[src/rtl/keyboard_pkg.sv]
// rtl/keyboard_pkg.sv - scancode constants, FSM states and ROM address layout for keymap_sequencer
package keyboard_pkg;

    localparam int KEYCODE_W  = 8;
    localparam int ROM_ADDR_W = KEYCODE_W + 2;

    localparam logic [7:0] SC_BREAK  = 8'hF0;
    localparam logic [7:0] SC_EXT    = 8'hE0;
    localparam logic [7:0] SC_PAUSE  = 8'hE1;
    localparam logic [7:0] SC_LSHIFT = 8'h12;
    localparam logic [7:0] SC_RSHIFT = 8'h59;
    localparam logic [7:0] SC_CAPS   = 8'h58;
    localparam logic [7:0] SC_CTRL   = 8'h14;

    localparam logic [7:0] SC_BAT    = 8'hAA;
    localparam logic [7:0] SC_ACK    = 8'hFA;
    localparam logic [7:0] SC_RESEND = 8'hFE;
    localparam logic [7:0] SC_ERR_LO = 8'h00;
    localparam logic [7:0] SC_ERR_HI = 8'hFF;

    typedef enum logic [2:0] {
        ST_IDLE,
        ST_BRK,
        ST_EXT,
        ST_EXT_BRK,
        ST_LOOKUP,
        ST_CAPTURE
    } state_e;

    // Keyboard housekeeping bytes that carry no key information.
    function automatic logic is_ignored(input logic [7:0] code);
        return (code == SC_PAUSE) || (code == SC_BAT) || (code == SC_ACK) ||
               (code == SC_RESEND) || (code == SC_ERR_LO) || (code == SC_ERR_HI);
    endfunction

endpackage

[src/rtl/char_fifo.sv]
// rtl/char_fifo.sv - synchronous FIFO, pop applied before push so a full FIFO accepts a push while popping
module char_fifo #(
    parameter int DEPTH = 4,
    parameter int WIDTH = 8
) (
    input  logic             clk,
    input  logic             reset_n,
    input  logic             push,
    input  logic [WIDTH-1:0] push_data,
    input  logic             pop,
    output logic             full,
    output logic             empty,
    output logic [WIDTH-1:0] head
);

    localparam int AW = $clog2(DEPTH);
    localparam int CW = AW + 1;

    logic [AW-1:0]    wptr_q, wptr_d;
    logic [AW-1:0]    rptr_q, rptr_d;
    logic [CW-1:0]    count_q, count_d;
    logic [WIDTH-1:0] mem_q [DEPTH];
    logic             push_en;
    logic             pop_en;

    assign empty = (count_q == '0);
    assign full  = (count_q == CW'(DEPTH));
    assign head  = empty ? '0 : mem_q[rptr_q];

    always_comb begin
        pop_en  = pop & ~empty;
        push_en = push & (~full | pop_en);
        wptr_d  = push_en ? wptr_q + AW'(1) : wptr_q;
        rptr_d  = pop_en  ? rptr_q + AW'(1) : rptr_q;
        count_d = count_q;
        case ({push_en, pop_en})
            2'b10:   count_d = count_q + CW'(1);
            2'b01:   count_d = count_q - CW'(1);
            default: count_d = count_q;
        endcase
    end

    always_ff @(posedge clk or negedge reset_n) begin
        if (!reset_n) begin
            wptr_q  <= '0;
            rptr_q  <= '0;
            count_q <= '0;
        end else begin
            wptr_q  <= wptr_d;
            rptr_q  <= rptr_d;
            count_q <= count_d;
        end
    end

    always_ff @(posedge clk) begin
        if (push_en) begin
            mem_q[wptr_q] <= push_data;
        end
    end

endmodule

[src/rtl/keymap_sequencer.sv]
// rtl/keymap_sequencer.sv - PS/2 scancode to ASCII via keymap ROM; optional left-ctrl handling under CTRL_KEY_EN
module keymap_sequencer
    import keyboard_pkg::*;
#(
    parameter int FIFO_DEPTH = 4
) (
    input  logic                  clk,
    input  logic                  reset_n,
    input  logic [KEYCODE_W-1:0]  scancode,
    input  logic                  scancode_valid,
    output logic [ROM_ADDR_W-1:0] rom_addr,
    input  logic [7:0]            rom_dout,
    output logic [7:0]            char_out,
    output logic                  char_valid,
    input  logic                  char_ready,
    output logic                  caps_lock,
    output logic                  overrun,
    output logic                  overflow
);

    state_e                state_q, state_d;
    logic                  lshift_q, lshift_d;
    logic                  rshift_q, rshift_d;
    logic                  caps_q, caps_d;
    logic                  caps_held_q, caps_held_d;
    logic [ROM_ADDR_W-1:0] rom_addr_q, rom_addr_d;
    logic                  overrun_q, overrun_d;
    logic                  overflow_q, overflow_d;
`ifdef CTRL_KEY_EN
    logic                  ctrl_held_q, ctrl_held_d;
`endif

    logic       fifo_push;
    logic [7:0] fifo_push_data;
    logic       fifo_pop;
    logic       fifo_full;
    logic       fifo_empty;

    assign char_valid = ~fifo_empty;
    assign fifo_pop   = char_valid & char_ready;

    always_comb begin
        state_d        = state_q;
        lshift_d       = lshift_q;
        rshift_d       = rshift_q;
        caps_d         = caps_q;
        caps_held_d    = caps_held_q;
        rom_addr_d     = rom_addr_q;
        overrun_d      = overrun_q;
        overflow_d     = overflow_q;
`ifdef CTRL_KEY_EN
        ctrl_held_d    = ctrl_held_q;
`endif
        fifo_push      = 1'b0;
        fifo_push_data = rom_dout;

        case (state_q)
            ST_IDLE: begin
                if (scancode_valid) begin
                    if (scancode == SC_BREAK) begin
                        state_d = ST_BRK;
                    end else if (scancode == SC_EXT) begin
                        state_d = ST_EXT;
                    end else if (is_ignored(scancode)) begin
                        state_d = ST_IDLE;
                    end else if (scancode == SC_LSHIFT) begin
                        lshift_d = 1'b1;
                    end else if (scancode == SC_RSHIFT) begin
                        rshift_d = 1'b1;
                    end else if (scancode == SC_CAPS) begin
                        // Typematic repeats of caps arrive as makes; only the first toggles.
                        if (!caps_held_q) begin
                            caps_d = ~caps_q;
                        end
                        caps_held_d = 1'b1;
`ifdef CTRL_KEY_EN
                    end else if (scancode == SC_CTRL) begin
                        ctrl_held_d = 1'b1;
`endif
                    end else begin
                        rom_addr_d = {caps_q, lshift_q | rshift_q, scancode};
                        state_d    = ST_LOOKUP;
                    end
                end
            end
            ST_BRK: begin
                if (scancode_valid) begin
                    if (scancode == SC_LSHIFT) lshift_d = 1'b0;
                    if (scancode == SC_RSHIFT) rshift_d = 1'b0;
                    if (scancode == SC_CAPS)   caps_held_d = 1'b0;
`ifdef CTRL_KEY_EN
                    if (scancode == SC_CTRL)   ctrl_held_d = 1'b0;
`endif
                    state_d = ST_IDLE;
                end
            end
            ST_EXT: begin
                if (scancode_valid) begin
                    state_d = (scancode == SC_BREAK) ? ST_EXT_BRK : ST_IDLE;
                end
            end
            ST_EXT_BRK: begin
                if (scancode_valid) begin
                    state_d = ST_IDLE;
                end
            end
            ST_LOOKUP: begin
                if (scancode_valid) overrun_d = 1'b1;
                state_d = ST_CAPTURE;
            end
            ST_CAPTURE: begin
                if (scancode_valid) overrun_d = 1'b1;
                fifo_push = (rom_dout != 8'h00);
`ifdef CTRL_KEY_EN
                if (ctrl_held_q && rom_dout[7:6] == 2'b01) begin
                    fifo_push_data = {3'b000, rom_dout[4:0]};
                end
`endif
                if (fifo_push && fifo_full && !fifo_pop) overflow_d = 1'b1;
                state_d = ST_IDLE;
            end
            default: state_d = ST_IDLE;
        endcase
    end

    always_ff @(posedge clk or negedge reset_n) begin
        if (!reset_n) begin
            state_q     <= ST_IDLE;
            lshift_q    <= 1'b0;
            rshift_q    <= 1'b0;
            caps_q      <= 1'b0;
            caps_held_q <= 1'b0;
            rom_addr_q  <= '0;
            overrun_q   <= 1'b0;
            overflow_q  <= 1'b0;
`ifdef CTRL_KEY_EN
            ctrl_held_q <= 1'b0;
`endif
        end else begin
            state_q     <= state_d;
            lshift_q    <= lshift_d;
            rshift_q    <= rshift_d;
            caps_q      <= caps_d;
            caps_held_q <= caps_held_d;
            rom_addr_q  <= rom_addr_d;
            overrun_q   <= overrun_d;
            overflow_q  <= overflow_d;
`ifdef CTRL_KEY_EN
            ctrl_held_q <= ctrl_held_d;
`endif
        end
    end

    char_fifo #(
        .DEPTH (FIFO_DEPTH),
        .WIDTH (8)
    ) u_char_fifo (
        .clk       (clk),
        .reset_n   (reset_n),
        .push      (fifo_push),
        .push_data (fifo_push_data),
        .pop       (fifo_pop),
        .full      (fifo_full),
        .empty     (fifo_empty),
        .head      (char_out)
    );

    assign rom_addr  = rom_addr_q;
    assign caps_lock = caps_q;
    assign overrun   = overrun_q;
    assign overflow  = overflow_q;

endmodule

[config.mk]
export PLATFORM = sky130hd
export DESIGN_NAME = keymap_sequencer
export DESIGN_NICKNAME = d
export VERILOG_FILES = /design/src/rtl/keyboard_pkg.sv /design/src/rtl/char_fifo.sv /design/src/rtl/keymap_sequencer.sv
export SDC_FILE = /design/constraint.sdc
export NUM_CORES = 1
export LEC_CHECK = 0
export BUFFER_PORTS_ARGS = -buffer_cell sky130_fd_sc_hd__buf_2
export CAP_MARGIN = 0
export CORE_AREA = 2 2 79 81
export CTS_CLUSTER_DIAMETER = 60
export CTS_CLUSTER_SIZE = 24
export DETAILED_ROUTE_END_ITERATION = 6
export DIE_AREA = 0 0 81 83
export PLACE_DENSITY_LB_ADDON = 0.15
export SYNTH_ARGS = -nofsm -noshare
export SYNTH_HDL_FRONTEND = slang
export SYNTH_SLANG_ARGS = --single-unit
[constraint.sdc]
create_clock -name clk -period 4.68 [get_ports clk]
set_input_delay 0 -clock clk [delete_from_list [all_inputs] [get_ports clk]]
set_output_delay 0 -clock clk [all_outputs]
set_load 0.02 [all_outputs]
Yosys cells after proc, flatten, opt, wreduce, memory -nomap -nowiden:

Memory sizes are Yosys's and may differ from the RTL's.
Cells that the tools add are included.

* add/subtract/negate cells: 4
* eq/ne operators: 36
* muxes and demuxes: 43
* bitwise operators: 15
* reduce and logical (&&, ||, !) cells: 24

Operator list (count)
* $eq 8x8->1 const B: 7
* $ne 2x2->1 const B: 14
* $mux 1: 27
* $mux 3: 9
* $reduce_and 9->1: 2
* $eq 8x7->1 const B: 2
* $reduce_and 8->1: 2
* $ne 5x5->1 const B: 3
* $pmux 3 s4: 1
* $not 1->1: 10
* $reduce_and 10->1: 1
* $eq 3x3->1 const B: 3
* $eq 8x5->1 const B: 1
* $logic_not 8->1: 1
* $mux 8: 1
* $reduce_bool 8->1: 1
* $eq 3x2->1 const B: 2
* $logic_not 3->1: 2
* $pmux 1 s2: 3
* $pmux 3 s2: 1
* $reduce_and 6->1: 1
* $logic_or 1x1->1: 5
* $add 2x1->2 const B: 2
* $reduce_and 2->1: 2
* 13 further kinds: 19

* register bits after elaboration: 26
* memory bits (writable): 32
* word-level logic and storage cells: 134
* memories kept: 1

Memories
* u_char_fifo.mem_q: depth 4, width 8, rd ports 1, clocked after memory_dff 0, wr ports 1, line char_fifo.sv:22 `logic [WIDTH-1:0] mem_q [DEPTH];`

Depth between registers and ports, before layout:

Gate-level depths: netlist of the first run.

* word-level depth: 11
* mapped depth: 8
* mapped depth without buffers: 7

Hierarchy:

Synthesis of the first run repeated with hierarchy kept, for this count alone.

* cells, all modules: 182
* area, all modules: 2607.5 um^2

Modules (own cells, without submodules)
* char_fifo: instances 1, cells each 90, area each 1645.3 um^2
* keymap_sequencer: instances 1, cells each 92, area each 962.2 um^2

Worst setup path after synthesis of the first run:

Ideal clock, no wire load.

* path kind: register to register
* start point: reg u_char_fifo.count_q[0]
* end point: reg u_char_fifo.count_q[1]
* data arrival time: 2165 ps
* data required time: 4593 ps
* path slack: 2428 ps
* stages on the path, launching flop included: 9
* buffers on the path: 1
* cells stage by stage: dfrtp_1 or3_1 clkbuf_1 and2_1 nand2b_1 fa_1 a31oi_1 o221ai_1 a22oi_1

* cells in the longest elaborated chain, start to end: 8
* elaborated cells between the ends (all ways): 14
* those cells by class: add/sub: 2; eq/ne: 3; mux: 1; bitwise: 6; reduce/logical: 2

RTL lines
* start, declared: line char_fifo.sv:21 `logic [CW-1:0] count_q, count_d;`
* start signal, assigned: line char_fifo.sv:51 `count_q <= count_d;`
* $logic_not 3->1 *: line char_fifo.sv:26 `assign empty = (count_q == '0);`
* $not 1->1 *: line keymap_sequencer.sv:39 `assign char_valid = ~fifo_empty;`
* named net char_valid: line keymap_sequencer.sv:14 `output logic char_valid,`
* $and 1x1->1: line keymap_sequencer.sv:40 `assign fifo_pop = char_valid & char_ready;`
* $and 1x1->1 *: line char_fifo.sv:31 `pop_en = pop & ~empty;`
* $or 1x1->1: line char_fifo.sv:32 `push_en = push & (~full | pop_en);`
* $and 1x1->1: line char_fifo.sv:32
* $eq 2x1->1 or $eq 2x2->1 (tied branches): line char_fifo.sv:36 `case ({push_en, pop_en})`
* $pmux 3 s2 or $reduce_bool 2->1 (tied branches)

Mark *: on every way through the listed nets, which the timed path passes. The rest lies on a longest branch.
A chain may end at the register's enable or synchronous reset.

Worst setup path after layout of the first run:

* start point: reg state_q[0]
* end point: mem u_char_fifo.mem_q[0][0] (enable)

* cells in the longest elaborated chain, start to end: 5

RTL lines
* start, declared: line keymap_sequencer.sv:21 `state_e state_q, state_d;`
* start signal, assigned: line keymap_sequencer.sv:140 `state_q <= state_d;`
* $eq 3x3->1: line keymap_sequencer.sv:57 `case (state_q)`
* $mux 1: line keymap_sequencer.sv:57
* $and 1x1->1: line char_fifo.sv:32
* $mux 1: line char_fifo.sv:56 `if (push_en) begin`
* $mux 1 (not written as such): line char_fifo.sv:57 `mem_q[wptr_q] <= push_data;`
* end, declared: line char_fifo.sv:22

No other way between the ends.

==> results.json, run 1 <==
{
  "final_max_slew_viol_count": 0,
  "synthXorXnorAreaFrac": 0.0231,
  "cts_tree": "done",
  "grt_max_degree": 27,
  "synth_area_leaders": "edfxtp_1 36%, dfrtp_1 25%, mux4_2 6.8%",
  "finClkSkew_ns": 0.00386,
  "fp.dieH_um": 83,
  "grt_overflow_total": 0,
  "diodes": 0,
  "peakVddDrop_uv": 328,
  "synthFlopType": "edfxtp_1",
  "io_pins": 42,
  "drc_errors": 0,
  "fin_nets": 268,
  "via_per_inst": 5.31,
  "grt_pass1_wl_mm": 7.98,
  "core-area_sq_um": 5820,
  "synth_seq_area_share": 0.608,
  "syn_nets": 209,
  "r2r_cells": 4,
  "via_count": 1715,
  "start_kind": "flop",
  "reg2reg_from": "state_q[0]$_DFFE_PN0P_",
  "row_count": 28,
  "synth-compound-area-share": 0.0846,
  "cts_made_buffers": 9,
  "hold_path_depth": 2,
  "layout_common_cells": "41 x buf_2, 32 x edfxtp_1, 26 x dfrtp_1, 16 x dlygate4sd3_1, 13 x and2_1",
  "ys_types": 46,
  "critPathRequiredTime_ns": 4.66,
  "avgSynthCellArea_sq_um": 14.4,
  "fin_crit_sh": 0.521,
  "grt_pass1_vias": 1604,
  "final_antenna_net_count": 0,
  "yosys.area_share.simple": 0.106,
  "critPathKind": "flop to flop",
  "place_hpwl_mm": 3.41,
  "synth-async-reset-ratio": 0.448,
  "grt.total_usage": 0.157,
  "r2r_setup_slack_ns": 2.24,
  "fillerInstances": 501,
  "htree_num_levels": 3,
  "synth-edff-count": 32,
  "hp-class": "primary input to flop",
  "post_cts_buffers": 0,
  "relSlewSlack": 0.591,
  "ys_seq_elements": 58,
  "rsz0062_at_grt": "no",
  "place_congestion": 0.777,
  "synth_cells": 184,
  "clkLatencyLatePin_ns": 0.32,
  "maxCapViolations": 0,
  "start_util": 0.455,
  "area_growth_pct": 24.3,
  "muxShareOfSynthArea": 0.117,
  "synth.cell_area_sq_um": 2650,
  "period_needed_ns": 2.44,
  "clk_pin_slew_ns": 0.07,
  "drt_iter0_markers": 178,
  "setup_viol_count_final": 0,
  "powerDensity_nw_per_um2": 605,
  "p_leak_uw": 0.00132,
  "totalWireLength_mm": 4.89,
  "cts_root_buf": "clkbuf_8",
  "wire_per_inst_um": 15.1,
  "ctsResizeCount": 0,
  "numPortBuffers": 41,
  "die_area_sq_um": 6720,
  "hold_viol_final": 0,
  "setup_ws_ns": 2.24,
  "preCtsSetupSlack_ns": 2.24,
  "r2r-end": "u_char_fifo.mem_q[0][0]$_DFFE_PP_",
  "clockBufferDepth": 2,
  "grt_antenna_before_repair": 0,
  "yosysWarnings": 0,
  "hold_end": "rom_addr[6]$_DFFE_PN0P_",
  "yosysTopAreaCell": "edfxtp_1",
  "clock_sinks": 58,
  "die_w_um": 81,
  "synthAdderAreaFrac": 0.0265,
  "final_common_cell": "buf_2",
  "tightestPinTransition_ns": 0.614,
  "cts_hold_buf": 16,
  "fmax_ghz": 0.410,
  "status": "completed",
  "end_kind": "flop",
  "layout-drive-gt1-share": 0.306,
  "synth_top_family_by_area": "multiplexers",
  "cp.arrival_ns": 2.42,
  "worst-path-max-fanout": 10,
  "dr.pass1.iters": 6,
  "setup_tns_ns": 0,
  "synth_top_area_frac": 0.363,
  "hp-start": "scancode[6]"
}
==> worst max path at each step <==
| stage | endpoint | from | cells past startpoint | slack (ns) |
|---|---|---|---|---|
| 2_1_floorplan | u_char_fifo.count_q[1]$_DFFE_PN0P_ | u_char_fifo.count_q[0]$_DFFE_PN0P_ | 8 | 2.43 |
| 3_3_place_gp | u_char_fifo.mem_q[0][6]$_DFFE_PP_ | state_q[0]$_DFFE_PN0P_ | 4 | 2.25 |
| 3_5_place_dp | u_char_fifo.mem_q[0][6]$_DFFE_PP_ | state_q[0]$_DFFE_PN0P_ | 4 | 2.24 |
| 4_1_cts | u_char_fifo.mem_q[0][0]$_DFFE_PP_ | state_q[0]$_DFFE_PN0P_ | 4 | 2.22 |
| 5_1_grt | u_char_fifo.mem_q[0][0]$_DFFE_PP_ | state_q[0]$_DFFE_PN0P_ | 4 | 2.04 |
| 6_report | u_char_fifo.mem_q[0][0]$_DFFE_PP_ | state_q[0]$_DFFE_PN0P_ | 4 | 2.24 |
==> kinds of logic after synthesis <==
family | Yosys count
compound gates | 28
simple gates | 47
flops | 58
xor+xnor | 7
buf+inv | 20
fa+ha+maj | 5
mux | 19
==> report_power, final <==
| group | leakage, uW | switching, uW | total [uW] | internal [uW] |
|---|---|---|---|---|
| Combinational | 0.000602 | 351 | 671 | 320 |
| Sequential | 0.000608 | 112 | 779 | 666 |
| Clock | 0.000114 | 191 | 542 | 351 |
| Total | 0.00132 | 655 | 1990 | 1340 |
==> layer usage <==
layer / up-vias / global-route usage / routed length, um
met4: 0 / 0.0647 / 56
li1: 823 / - / -
met3: 6 / 0.0370 / 215
met2: 45 / 0.246 / 2340
met1: 841 / 0.209 / 2280
met5: - / 0 / 0
==> critical path: stages (launching register included) <==
cell      delay (ns)
dfrtp_1         0.52
nand2_1         0.11
a211oi_2        0.55
nor2b_1         0.48
and2_1          0.44
==> cell type report <==
cell class	instances	area (sq um)	area share
Tap cell	75	93.8	0.0285
Timing Repair Buffer	57	365	0.111
Clock inverter	6	106	0.0323
Clock buffer	10	128	0.0388
Sequential cell	58	1610	0.490
Multi-Input combinational cell	106	946	0.287
Inverter	11	41.3	0.0125
==> state kept, by name (all words and copies together) (netlist names) <==
name,count
state_q,3
rom_addr,10
overflow,1
rshift_q,1
overrun,1
caps_lock,1
u_char_fifo.count_q,3
u_char_fifo.mem_q,32
u_char_fifo.wptr_q,2
caps_held_q,1
lshift_q,1
u_char_fifo.rptr_q,2
==> through the flow <==
step                utilization  cell area (sq um)  std cells  hold slack, ns  power (uW)
global route              0.566               3290        323          0.0234        2110
floorplan                     -               2650        184          -0.296        1270
global placement          0.498               2900        291          0.0482        1450
CTS                       0.566               3290        323          0.0119        2010
detailed placement        0.498               2900        291          0.0602        1460
finish                    0.566               3290        323          0.0304        1990
==> Yosys cell counts (all sizes together), types with 3 or more instances <==
cell	n
a211oi	4
mux4	8
dfrtp	26
or3	4
o21ai	4
and2	13
xnor2	3
nand4	3
clkbuf	5
mux2	9
o31ai	4
nor4	5
nor2b	3
xor2	4
o41ai	3
ha	4
a21oi	3
edfxtp	32
nand2	7
buf	4
inv	11
nor2	5
(Power assumes the default switching activity.)
==> run 2, diff against run 1 <==
- clock period: 4.68 -> 2 ns (I/O delays scaled with it)
==> run 2 against run 1 <==
Against the previous run: utilization rose by 5.2 points; via count grew 5.8%; count of clock-buffer cells in the layout shrank 1; non-clock buffer count grew 25; sequential power increased by 120%; power grew 150%; critical path type is now primary input to flop.
==> results.json, run 2 (same netlist as run 1, synthesis figures left out) <==
{
  "critPathKind": "primary input to flop",
  "fin_crit_sh": 0.988,
  "largest_reg_flops": 32,
  "row_count": 28,
  "io_pins": 42,
  "grt_overflow_total": 0,
  "totalWireLength_mm": 5.35,
  "period_needed_ns": 1.98,
  "setup_tns_ns": 0,
  "hold_viol_final": 0,
  "critPathBufInv": 3,
  "wire_per_inst_um": 15.4,
  "fin_nets": 293,
  "cts_tree": "done",
  "place_congestion": 0.766,
  "relSlewSlack": 0.601,
  "fp.dieH_um": 83,
  "clockBufferDepth": 2,
  "numPortBuffers": 41,
  "core-area_sq_um": 5820,
  "grt_antenna_before_repair": 0,
  "diodes": 0,
  "layout-drive-gt1-share": 0.396,
  "hold_path_depth": 3,
  "die_area_sq_um": 6720,
  "cpPeakStageDelay_ns": 0.53,
  "worst-path-max-fanout": 6,
  "grt.total_usage": 0.176,
  "finalPower_uw": 4930,
  "fmax_ghz": 0.506,
  "via_per_inst": 5.22,
  "finClkSkew_ns": 0.00610,
  "cts_made_buffers": 9,
  "r2r_cells": 7,
  "path_cells": "dlygate4sd3_1 > buf_2 > or3_1 > or3_4 > o2111ai_4 > buf_6 > mux2_2",
  "dr.pass1.iters": 4,
  "cp.arrival_ns": 2.19,
  "top_register": "u_char_fifo.mem_q",
  "maxCapViolations": 0,
  "powerDensity_nw_per_um2": 1370,
  "start_util": 0.455,
  "setup_ws_ns": 0.0236,
  "grt_pass1_vias": 1801,
  "clkLatencyLatePin_ns": 0.33,
  "area_growth_pct": 35.7,
  "clock_sinks": 58,
  "drt_iter0_markers": 84,
  "critPathRequiredTime_ns": 2.22,
  "final_max_slew_viol_count": 0,
  "layout_common_cells": "39 x buf_2, 32 x edfxtp_1, 26 x dfrtp_1, 18 x buf_4, 17 x dlygate4sd3_1",
  "final_common_cell": "buf_2",
  "clk_pin_slew_ns": 0.07,
  "hp-class": "primary input to flop",
  "end_kind": "flop",
  "cts_root_buf": "clkbuf_8",
  "path_depth": 7,
  "setup_viol_count_final": 0,
  "grt_pass1_wl_mm": 8.79,
  "drc_errors": 0,
  "rsz0062_at_grt": "yes",
  "tightestPinTransition_ns": 0.598,
  "via_count": 1815,
  "htree_num_levels": 3,
  "final_antenna_net_count": 0,
  "place_hpwl_mm": 3.60,
  "whs_ns": 0.0755,
  "grt_max_degree": 27,
  "start_kind": "primary input",
  "die_w_um": 81,
  "slowest_stage": "dlygate4sd3_1",
  "p_leak_uw": 0.00148,
  "status": "completed",
  "preCtsSetupSlack_ns": 0.0587,
  "crit_family": "buffers and inverters",
  "peakVddDrop_uv": 1010
}
-- run 2: worst min-delay path, stage by stage --
cell and delay [ns]:
buf_2 0.16, nor4_1 0.09, xor2_1 0.12
-- run 2: path summary, 6_finish.rpt --
check | endpoint | from | slack (ns)
min in group asynchronous | u_char_fifo.rptr_q[0]$_DFFE_PN0P_ | reset_n | 0.22
worst min-delay path | caps_lock$_DFFE_PN0P_ | scancode[0] | 0.08
worst max-delay path | rom_addr[2]$_DFFE_PN0P_ | scancode[3] | 0.02
worst min register to register | overrun$_DFFE_PN0P_ | overrun$_DFFE_PN0P_ | 0.47
worst max register to register | u_char_fifo.count_q[1]$_DFFE_PN0P_ | u_char_fifo.count_q[2]$_DFFE_PN0P_ | 0.06
max in group asynchronous | rom_addr[4]$_DFFE_PN0P_ | reset_n | 1.38
-- run 2: power breakdown --
part	total, uW	internal [uW]	switching (uW)
logic	2040	1010	1020
registers	1720	1560	161
clock network	1180	698	478
-- run 2: per-stage QoR --
| step | cell area, sq um | utilization | instances |
|---|---|---|---|
| 2_1_floorplan | 2680 | - | 184 |
| 3_3_place_gp | 3090 | 0.532 | 308 |
| 3_5_place_dp | 3090 | 0.532 | 308 |
| 4_1_cts | 3500 | 0.602 | 343 |
| 5_1_grt | 3590 | 0.618 | 348 |
| 6_report | 3590 | 0.618 | 348 |
-- run 2: routing by layer --
layer	up-vias	routed length, um	track usage
li1	865	-	-
met1	881	2480	0.240
met2	56	2500	0.257
met3	13	245	0.0511
met4	0	132	0.0832
met5	-	0	0
-- run 2: timing repair --
item | in CTS | in global routing
hold buffers | 19 | 0
endpoints found under the hold margin | 67 | 0
resized for setup | 0 | 13
setup buffers | 0 | 7
endpoints found under the setup margin | 0 | 43
-- run 2: layout make-up --
cell class                      count  area, sq um
Fill cell                         474         2220
Sequential cell                    58         1610
Multi-Input combinational cell    106         1000
Timing Repair Buffer               82          628
Clock buffer                        9          124
Tap cell                           75         93.8
Clock inverter                      7         92.6
Inverter                           11         41.3
==> run 3, diff against run 2 <==
- ABC_AREA: default -> 1
- CORE_AREA: 2 2 79 81 -> 2 2 82 84
- DIE_AREA: 0 0 81 83 -> 0 0 84 86
==> run 3 against run 2 <==
Against the previous run: non-clock buffer count shrank 12; clock skew shrank 0.0019 ns; hold slack lost 0.027 ns; critical endpoint is now u_char_fifo.count_q[2]$_DFFE_PN0P_; combinational power shrank 10%.
==> results.json, run 3 <==
{
  "hold_viol_final": 0,
  "critPathKind": "primary input to flop",
  "synth-async-reset-ratio": 0.448,
  "grt_pass1_vias": 2236,
  "placed_area_sq_um": 3220,
  "clkLatencyLatePin_ns": 0.33,
  "syn_nets": 351,
  "cpMostUsedCell": "nand2_1",
  "clockBufferDepth": 2,
  "largest_reg_flops": 32,
  "r2r_setup_slack_ns": 0.22,
  "drc_errors": 0,
  "synth_top_area_frac": 0.334,
  "clk_pin_slew_ns": 0.06,
  "synth_common_cells": "64 x nor2_1, 61 x nand2_1, 37 x inv_1",
  "synth.most_common_cell": "nor2_1",
  "finClkSkew_ns": 0.00417,
  "synthFlopType": "edfxtp_1",
  "hp-class": "primary input to flop",
  "yosysWarnings": 0,
  "relSlewSlack": 0.608,
  "synth_area_leaders": "edfxtp_1 33%, dfrtp_1 23%, nor2_1 8.3%",
  "final_core_util": 0.573,
  "clock_sinks": 58,
  "avgSynthCellArea_sq_um": 8.84,
  "cts_root_buf": "clkbuf_8",
  "powerDensity_nw_per_um2": 1230,
  "start_kind": "primary input",
  "yosysTopAreaCell": "edfxtp_1",
  "final_common_cell": "nor2_1",
  "peakVddDrop_uv": 738,
  "numPortBuffers": 41,
  "fin_nets": 425,
  "layout-drive-gt1-share": 0.242,
  "core-area_sq_um": 6280,
  "setup_viol_count_final": 0,
  "totalWireLength_mm": 6.02,
  "place_congestion": 0.954,
  "design_area_sq_um": 3600,
  "final_antenna_net_count": 0,
  "status": "completed",
  "final_cell_count_no_fill": 482,
  "synth-edff-count": 32,
  "whs_ns": 0.0481,
  "diodes": 0,
  "via_count": 2329,
  "ys_seq_elements": 58,
  "synth_cells": 326,
  "fp.dieH_um": 86,
  "cts_made_buffers": 9,
  "fin_crit_sh": 0.916,
  "period_needed_ns": 1.83,
  "cts_tree": "done",
  "synth_seq_area_share": 0.560,
  "tightestPinTransition_ns": 0.588,
  "top_register": "u_char_fifo.mem_q",
  "reg2reg_from": "state_q[2]$_DFFE_PN0P_",
  "hold_end": "overflow$_DFFE_PN0P_",
  "maxCapViolations": 0,
  "preCtsSetupSlack_ns": 0.164,
  "r2r_cells": 11,
  "critPathRequiredTime_ns": 2.23,
  "area_growth_pct": 24.9,
  "grt_max_degree": 27,
  "cpPeakStageDelay_ns": 0.53,
  "die_area_sq_um": 7220,
  "hp-start": "char_ready",
  "p_leak_uw": 0.00162,
  "hold_path_depth": 4,
  "path_cells": "dlygate4sd3_1 > buf_2 > nor2_1 > nand2_2 > o21ai_4 > nand2_2 > fa_1 > inv_1 > nand4_1 > nand2_1 > nand2_1 > nand2_1 > inv_1",
  "worst-path-max-fanout": 5,
  "start_util": 0.459,
  "slowest_stage": "dlygate4sd3_1",
  "setup_ws_ns": 0.167,
  "final_max_slew_viol_count": 0,
  "row_count": 29,
  "r2r-end": "u_char_fifo.count_q[2]$_DFFE_PN0P_",
  "via_per_inst": 4.83,
  "htree_num_levels": 3,
  "layout_common_cells": "62 x nor2_1, 56 x nand2_1, 41 x buf_2, 36 x inv_1, 32 x edfxtp_1",
  "grt_pass1_wl_mm": 10.2,
  "dr.pass1.iters": 4,
  "grt_antenna_before_repair": 0,
  "end_kind": "flop",
  "cp.arrival_ns": 2.06,
  "grt_overflow_total": 0,
  "die_w_um": 84,
  "wire_per_inst_um": 12.5,
  "place_hpwl_mm": 4.29,
  "ys_types": 28,
  "fmax_ghz": 0.546,
  "dp.cells": 447,
  "io_pins": 42,
  "drt_iter0_markers": 76,
  "grt.total_usage": 0.184,
  "synth.cell_area_sq_um": 2880
}
-- run 3: layout make-up --
type	instances	area [sq um]
fillers	578	2680
inverters	44	165
well taps	77	96.3
multi-input cells	217	1090
repair buffers	70	468
clock inverters	6	33.8
flip-flops and latches	58	1610
clock buffers	10	128
-- run 3: cell families (layout without fill, tap and decap cells) --
| family | Yosys count | in the layout | share of synthesized area |
|---|---|---|---|
| buffers and inverters | 51 | 130 | 0.0708 |
| XOR/XNOR | 4 | 4 | 0.0122 |
| adder cells (fa/ha/maj) | 5 | 5 | 0.0243 |
| flip-flops | 58 | 58 | 0.560 |
| AND/OR/NAND/NOR | 170 | 170 | 0.263 |
| AO/OA/AOI/OAI | 38 | 38 | 0.0699 |
-- run 3: what timing repair did --
item / CTS / global route
hold endpoints to repair: 67 / 0
endpoints found under the setup margin: 0 / 1
gates resized for setup: 0 / 11
buffers inserted: 0 / 1
hold buffers: 18 / 0
-- run 3: worst max path at each step --
stage / from / endpoint / slack (ns)
after floorplan: u_char_fifo.count_q[0]$_DFFE_PN0P_ / u_char_fifo.count_q[2]$_DFFE_PN0P_ / 0.18
after global placement: state_q[1]$_DFFE_PN0P_ / u_char_fifo.count_q[2]$_DFFE_PN0P_ / 0.25
after detailed placement: state_q[1]$_DFFE_PN0P_ / u_char_fifo.count_q[2]$_DFFE_PN0P_ / 0.16
after CTS: rom_dout[5] / u_char_fifo.count_q[2]$_DFFE_PN0P_ / 0.1
after global routing: rom_dout[3] / u_char_fifo.count_q[2]$_DFFE_PN0P_ / -0.008
final: rom_dout[3] / u_char_fifo.count_q[2]$_DFFE_PN0P_ / 0.17
-- run 3: per-layer routing --
layer	GRT usage	vias up	wire length, um
li1	-	1206	-
met1	0.223	1067	2710
met2	0.315	45	3010
met3	0.0500	11	207
met4	0.0718	0	89
met5	0	-	0
-- run 3: worst max-delay path, delay by kind of cell --
family,cells,cell delay (ns)
AOI/OAI and AO/OA,1,0.21
adders and majority gates,1,0.45
buffers and inverters,4,0.78
and+or+nand+nor,7,0.62
-- run 3: metrics by stage --
step / total power (uW) / TNS [ns]
after floorplan: 2950 / 0
after global placement: 3490 / 0
after detailed placement: 3520 / 0
after CTS: 4450 / 0
after global routing: 4770 / -0.00824
final: 4420 / 0
-- run 3: power breakdown --
part	switching, uW	internal [uW]	total (uW)
sequential	176	1520	1700
clock	455	437	892
combinational	1180	652	1830
total	1810	2610	4420
